`config.mk`:
```
export PLATFORM = sky130hd
export DESIGN_NAME = shift_seq_ctrl
export DESIGN_NICKNAME = d
export VERILOG_FILES = /design/src/rtl/shift_seq_ctrl.sv
export SDC_FILE = /design/constraint.sdc
export NUM_CORES = 1
export LEC_CHECK = 0
export ABC_AREA = 1
export BUFFER_PORTS_ARGS = -buffer_cell sky130_fd_sc_hd__buf_2
export CAP_MARGIN = 20
export CELL_PAD_IN_SITES_DETAIL_PLACEMENT = 1
export CELL_PAD_IN_SITES_GLOBAL_PLACEMENT = 2
export CORE_AREA = 2 2 55 83
export DETAILED_ROUTE_END_ITERATION = 12
export DIE_AREA = 0 0 57 85
export PLACE_DENSITY_LB_ADDON = 0.3
export RECOVER_POWER = 25
export SETUP_SLACK_MARGIN = 0.5
export SLEW_MARGIN = 20
export SYNTH_ARGS = -nofsm -noshare
export SYNTH_HDL_FRONTEND = slang
export SYNTH_SLANG_ARGS = --single-unit
```
`constraint.sdc`:
```
create_clock -name clk -period 2.65 [get_ports clk]
set_clock_uncertainty 0.15 [all_clocks]
set_input_delay 0 -clock clk [delete_from_list [all_inputs] [get_ports clk]]
set_output_delay 0 -clock clk [all_outputs]
set_load 0.03 [all_outputs]
```
`src/rtl/shift_seq_ctrl.sv`:
```
// rtl/shift_seq_ctrl.sv - parallel-to-serial frame controller, MSB first, variable length
module shift_seq_ctrl #(
  parameter  int WIDTH = 8,
  localparam int LEN_W = $clog2(WIDTH + 1)
) (
  input  logic             clk,
  input  logic             rst,
  input  logic             in_valid,
  output logic             in_ready,
  input  logic [WIDTH-1:0] in_data,
  input  logic [LEN_W-1:0] in_len,
  input  logic             hold,
  output logic             ser_out,
  output logic             ser_en,
  output logic             busy,
  output logic             done
);

  typedef enum logic [1:0] {S_IDLE, S_SHIFT, S_DONE} state_t;

  localparam logic [LEN_W-1:0] WIDTH_L = LEN_W'(WIDTH);

  state_t           state_q, state_d;
  logic [WIDTH-1:0] sreg_q, sreg_d;
  logic [LEN_W-1:0] cnt_q, cnt_d;
  logic [LEN_W-1:0] eff_len;
  logic [LEN_W-1:0] shamt;

  always_comb begin
    eff_len = in_len;
    if (in_len == '0 || in_len > WIDTH_L) eff_len = WIDTH_L;
    // Left-align the frame so its first bit sits at the MSB of sreg.
    shamt   = WIDTH_L - eff_len;
    state_d = state_q;
    sreg_d  = sreg_q;
    cnt_d   = cnt_q;
    case (state_q)
      S_IDLE: begin
        if (in_valid) begin
          state_d = S_SHIFT;
          sreg_d  = in_data << shamt;
          cnt_d   = eff_len;
        end
      end
      S_SHIFT: begin
        if (!hold) begin
          sreg_d = {sreg_q[WIDTH-2:0], 1'b0};
          cnt_d  = cnt_q - LEN_W'(1);
          if (cnt_q == LEN_W'(1)) state_d = S_DONE;
        end
      end
      S_DONE:  state_d = S_IDLE;
      default: state_d = S_IDLE;
    endcase
  end

  always_ff @(posedge clk) begin
    if (rst) begin
      state_q <= S_IDLE;
      sreg_q  <= '0;
      cnt_q   <= '0;
    end else begin
      state_q <= state_d;
      sreg_q  <= sreg_d;
      cnt_q   <= cnt_d;
    end
  end

  // Outputs are gated by rst so the whole interface is quiet during reset.
  assign in_ready = (state_q == S_IDLE) & ~rst;
  assign ser_en   = (state_q == S_SHIFT) & ~hold & ~rst;
  assign ser_out  = ser_en & sreg_q[WIDTH-1];
  assign busy     = ((state_q == S_SHIFT) | (state_q == S_DONE)) & ~rst;
  assign done     = (state_q == S_DONE) & ~rst;

endmodule
```
## Word-level counts from Yosys, hierarchy flattened

Index checks and enable logic that the tools add are counted.

| word-level totals | value |
|---|---|
| word-level logic and storage cells | 39 |
| output and inout port bits | 5 |
| bits of input ports | 16 |
| flip-flop bits (word level) | 14 |

| operators by class | value |
|---|---|
| add/subtract/negate cells | 2 |
| magnitude comparators | 1 |
| equality and inequality tests | 6 |
| shift operators | 1 |
| bitwise operators | 9 |
| reductions and logical operators | 6 |
| mux-type cells | 11 |

Operator list:

| cell | count |
|---|---|
| 8-bit 2-to-1 mux | 2 |
| 8-bit one-hot mux with 2 select lines | 1 |
| 4-bit 2-to-1 mux | 3 |
| 4-bit one-hot mux with 2 select lines | 1 |
| 8-bit by 4-bit left shift with 8-bit output | 1 |
| 1-bit bitwise AND | 6 |
| 2-bit 2-to-1 mux | 3 |
| 2-bit inequality test, second input constant | 3 |
| 3-bit AND reduction | 2 |
| 4-bit by 1-bit equality test with 1-bit output, second input constant | 1 |
| 4-bit > comparator, second input constant | 1 |
| 4-bit zero test | 1 |
| 2-bit one-hot mux with 2 select lines | 1 |
| 4-bit by 1-bit subtractor with 4-bit output, second input constant | 1 |
| 4-bit subtractor, first input constant | 1 |
| 2-bit by 1-bit equality test with 1-bit output, second input constant | 1 |
| 2-bit equality test, second input constant | 1 |
| 2-bit zero test | 1 |
| 1-bit inverter | 2 |
| 2-bit nonzero test | 1 |
| 1-bit logical OR | 1 |
| 1-bit bitwise OR | 1 |

## Depth between registers and ports, before layout

| logic depth | value |
|---|---|
| word-level depth | 7 |
| depth in mapped cells | 14 |
| depth with buffers taken out | 12 |

## Least setup slack after synthesis

No wires, ideal clock.

| timing | value |
|---|---|
| kind | register -> output |
| start | register state_q[1] |
| end | output ser_out |
| slack | 0.491 ns |
| stages on the path, launching flop included | 7 |
| required time | 2.500 ns |
| arrival | 2.009 ns |
| path buffers | 1 |
| cell sequence | dfxtp_1 > inv_1 > ha_1 > inv_1 > clkbuf_1 > nor3_1 > and2_1 |

| on the way | value |
|---|---|
| cells in the longest elaborated chain, start to end | 4 |

RTL lines:

| what | line | RTL |
|---|---|---|
| start, declared | 23 | `state_t state_q, state_d;` |
| start signal, assigned | 63 | `state_q <= state_d;` |
| 2-bit by 1-bit equality test with 1-bit output | 71 | `assign ser_en = (state_q == S_SHIFT) & ~hold & ~rst;` |
| 1-bit bitwise AND (2 in series) | 71 |  |
| named net ser_en | 14 | `output logic ser_en,` |
| 1-bit bitwise AND | 72 | `assign ser_out = ser_en & sreg_q[WIDTH-1];` |
| end, declared | 13 | `output logic ser_out,` |

The timed path passes the listed nets, and every way through them passes these cells.

## Worst setup path after layout

| timing | value |
|---|---|
| start | register state_q[1] |
| end | output ser_out |

| on the way | value |
|---|---|
| cells in the longest elaborated chain, start to end | 4 |

RTL lines:

| what | line |
|---|---|
| 2-bit by 1-bit equality test with 1-bit output | 71 |
| 1-bit bitwise AND (2 in series) | 71 |
| 1-bit bitwise AND | 72 |

Every way passes these cells.

==> results <==
- The run finished with clean final reports.
- Counting flops and latches in the post-synthesis netlist gives 14.
- The worst-case IR drop observed on VDD is between 0.4 and 0.5 mV.
- 21 I/O pins were placed.
- The initial antenna violation count is 0.
- The total overflow reported by the global router is 0.
- In this run the power density over the cells is roughly 840 mW/mm^2.
- The number of nets in the layout is 227.
- Data on the critical path arrives at its endpoint at between 1.5 and 2 ns.
- The synthesized netlist devotes between 10% and 20% of its cell area to compound gates.
- The number of instances in the synthesized netlist is about 180.
- Summing the sequential cell areas from Yosys gives a little under a quarter of the chip area.
- The iteration count of the initial detailed-routing pass is 4.
- The top flip-flop cell by instance count after synthesis is dfxtp_1.
- After Yosys synthesis, full adders, half adders and majority gates account for 7.34% of the synthesized area.
- The cell area that synthesis handed to floorplanning was around 0.0012 sq mm.
- The final layout contains routed wiring with a total length of ~3.7 mm.
- Summed over all cells, the static leakage comes to ~0.0007 uW.
- After detailed routing, the average wire length per cell comes to 14.9 microns.
- In this run the remaining antenna-violating nets after routing total 0.
- The total negative slack for setup checks is 0 ns.
- The fraction of the cycle the final worst path needs is approximately 79%.
- The number of global-route vias before repair was 1,400.
- The first global-routing pass estimated around 6.3 mm of wire.
- The number of max-slew violations in the final report is 0.
- The average instance in the mapped netlist occupies about 6.7 sq um.
- Using the TritonRoute via totals, the vias-per-cell ratio works out to about 5.2.
- In the synthesized netlist, mux cells make up 0% of the area.
- The TritonCTS buffer count is 3.
- Yosys printed 0 warnings.
- The die width is roughly 57 microns.
- Of all nets on the critical path, the largest fanout is 11.
- Cells with a size suffix above 1 make up between 20% and 30% of the layout.
- The maximum clock frequency is about 480 MHz.
- Counting I/O delays and the setup requirement, the final critical path takes ~2.1 ns.
- The detailed-route DRC error count is 0.
- The kind of start point of the critical path is a flip-flop.
- The number of distinct library cell variants in the gate-level netlist after synthesis is 33.
- The count of endpoints failing setup in the final report is 0.
- The via total after detailed routing is 1,286.
- In this run the critical register-to-register path is launched from state_q[1].
- The overall power consumption is about 1200 uW.
- The kind of path behind the tightest hold check is input port to flip-flop.
- The synthesized netlist devotes a little over two fifths of its cell area to simple gates.
- The clock insertion delay at the later pin of the skew report is roughly 0.25 ns.
- The clock drives 14 sinks.
- TritonCTS built the clock tree.
- Global routing consumed, over all layers together, roughly 16% of the routing resources.
- By area the synthesized netlist is led by dfxtp_1, nand2_1, nand3_1.
- nand2_1 is the most common cell in the netlist.
- The class of the most critical setup path is flip-flop to output pin.
- The xor and xnor area share after synthesis is ~2.1%.
- The kind of end point of the critical path is an output pin.
- The largest family of logic cells by synthesized area is simple AND/OR/NAND/NOR gates.
- The internal reg-to-reg setup slack is 0.59 ns.
- The largest net degree at the start of global routing is 17.
- The total nets after synthesis is 200.
- The initial cell density of the core is 28.9%.
- The final weighted congestion of routability-driven global placement is 0.793.
- Summed over all nets, the half-perimeter wirelength after detailed placement is just under 3 mm.
- The number of hold violations in the final report is 0.
- The detailed router finished its first iteration with 21 violations.
- The synthesized design devotes to its leading area cell type a little under a quarter of total area.
- In this run the standard cell core region covers 0.00414 sq mm.
- The capture instance of the worst register-to-register path is cnt_q[0].
- The relative area change from synthesis to final layout is 20.4%.
- The critical path endpoint is ser_out.
- From bottom edge to top edge, the die measures about 85 microns.
- The root buffer selected by CTS is clkbuf_8.
- The number of cells on the worst reg-to-reg path is 9.
- The critical path data required time is approximately 2.5 ns.
- Counting instances in the post-synthesis netlist gives the leading cell types as nand2_1, inv_1, nand3_1.
- The tool flagged a number of max-cap violations equal to 0.
- The clock-pin slew reported for the worst setup and hold paths after clock tree synthesis is ~0.060 ns.
- The number of core rows is 29.
- In this run the tool buffered the top-level ports with 20 buffer cells.
- The count of inserted antenna diode cells is 0.
- In this run the number of H-tree levels came out at 1.
- The critical path startpoint is state_q[1].
- The die covers 0.00485 sq mm.
- The largest total area in the synthesized netlist belongs to dfxtp_1.
- For this run, asynchronously set or reset flops after synthesis account for 0%.
- Setup repair after global routing could not meet its margin everywhere.
- At the pin with the least slew margin, the transition time is approximately 0.65 ns.
- The count of flip-flops with a built-in enable after synthesis is 0.
- In this run the tightest slew margin relative to its limit is roughly 56%.
- The number of buffers between clock root and the deepest sink is 2.
[cell usage in the layout, fill, tap and decap left out, drive strengths merged]
cell         instances
o21ai                8
buf                 22
and2                 1
clkinv               1
a31oi                2
o211ai               1
nor2                19
clkinvlp             1
dfxtp               14
a21oi               12
nand2               43
xor2                 2
dlygate4sd3          3
nand4               10
a211oi               1
clkbuf               6
nor3                 2
o221a                2
inv                 23
nand3               22
ha                   7
[power by group]
part	internal [uW]	switching, uW	leakage, uW	total, uW
Clock	101	76.0	0.0000216	177
Combinational	253	451	0.000545	704
Sequential	287	44.9	0.000115	332
Total	641	572	0.000681	1210
[final cells by class]
cell class	instances	area, sq um
inverter	25	98.8
clock buffer	3	41.3
sequential	14	280
timing repair buffer	28	164
fill	563	2700
tap	46	57.6
multi-input combinational	132	796
[stage by stage]
| step | area (sq um) | setup slack, ns | instances | hold WS (ns) | util [%] |
|---|---|---|---|---|---|
| 2_1_floorplan | 1200 | 0.750 | 177 | -0.0806 | - |
| 3_3_place_gp | 1330 | 0.244 | 238 | 0.177 | 32.0 |
| 3_5_place_dp | 1330 | 0.208 | 238 | 0.179 | 32.0 |
| 4_1_cts | 1400 | 0.528 | 244 | 0.0136 | 33.8 |
| 5_1_grt | 1440 | 0.382 | 248 | 0.0414 | 34.8 |
| 6_report | 1440 | 0.554 | 248 | 0.0115 | 34.8 |
[state kept, by name, indices dropped and copies added, names as in the netlist]
signal   cells
cnt_q        4
sreg_q       8
state_q      2
[layer usage]
layer / global-route usage, % / wire [microns] / up-vias
met3: 1.68 / 94 / 5
li1: - / - / 632
met5: 0 / 0 / -
met4: 6.98 / 55 / 0
met2: 31.7 / 2120 / 22
met1: 17.5 / 1430 / 627
[worst min-delay path by stage]
stage                     start    endpoint  slack (ns)  cells after the start
after floorplan             rst   sreg_q[3]       -0.08                      1
after global placement     hold      ser_en        0.18                      3
after detailed placement   hold      ser_en        0.18                      3
after CTS                  hold  state_q[1]        0.01                      4
after global routing       hold  state_q[1]        0.04                      4
final                      hold  state_q[1]        0.01                      4
[cell families (layout without fill, tap and decap cells)]
group,after synthesis,count (layout)
xor+xnor,2,2
simple gates,97,97
buf+inv,31,56
flops,14,14
compound gates,26,26
fa+ha+maj,7,7
[worst max-delay path, stage by stage, from the launching register on]
cell and delay [ns]:
dfxtp_1 0.32, inv_1 0.13, ha_2 0.29, buf_4 0.20, clkinvlp_4 0.23, nor3_2 0.18
and2_1 0.14, buf_2 0.19
[what timing repair did]
item	4_1_cts	5_1_grt
buffers inserted	0	4
hold endpoints to repair	7	0
endpoints found under the setup margin	4	11
hold buffers	3	0
resized for setup	2	3
No activity file was read; power rests on OpenSTA's default activity.
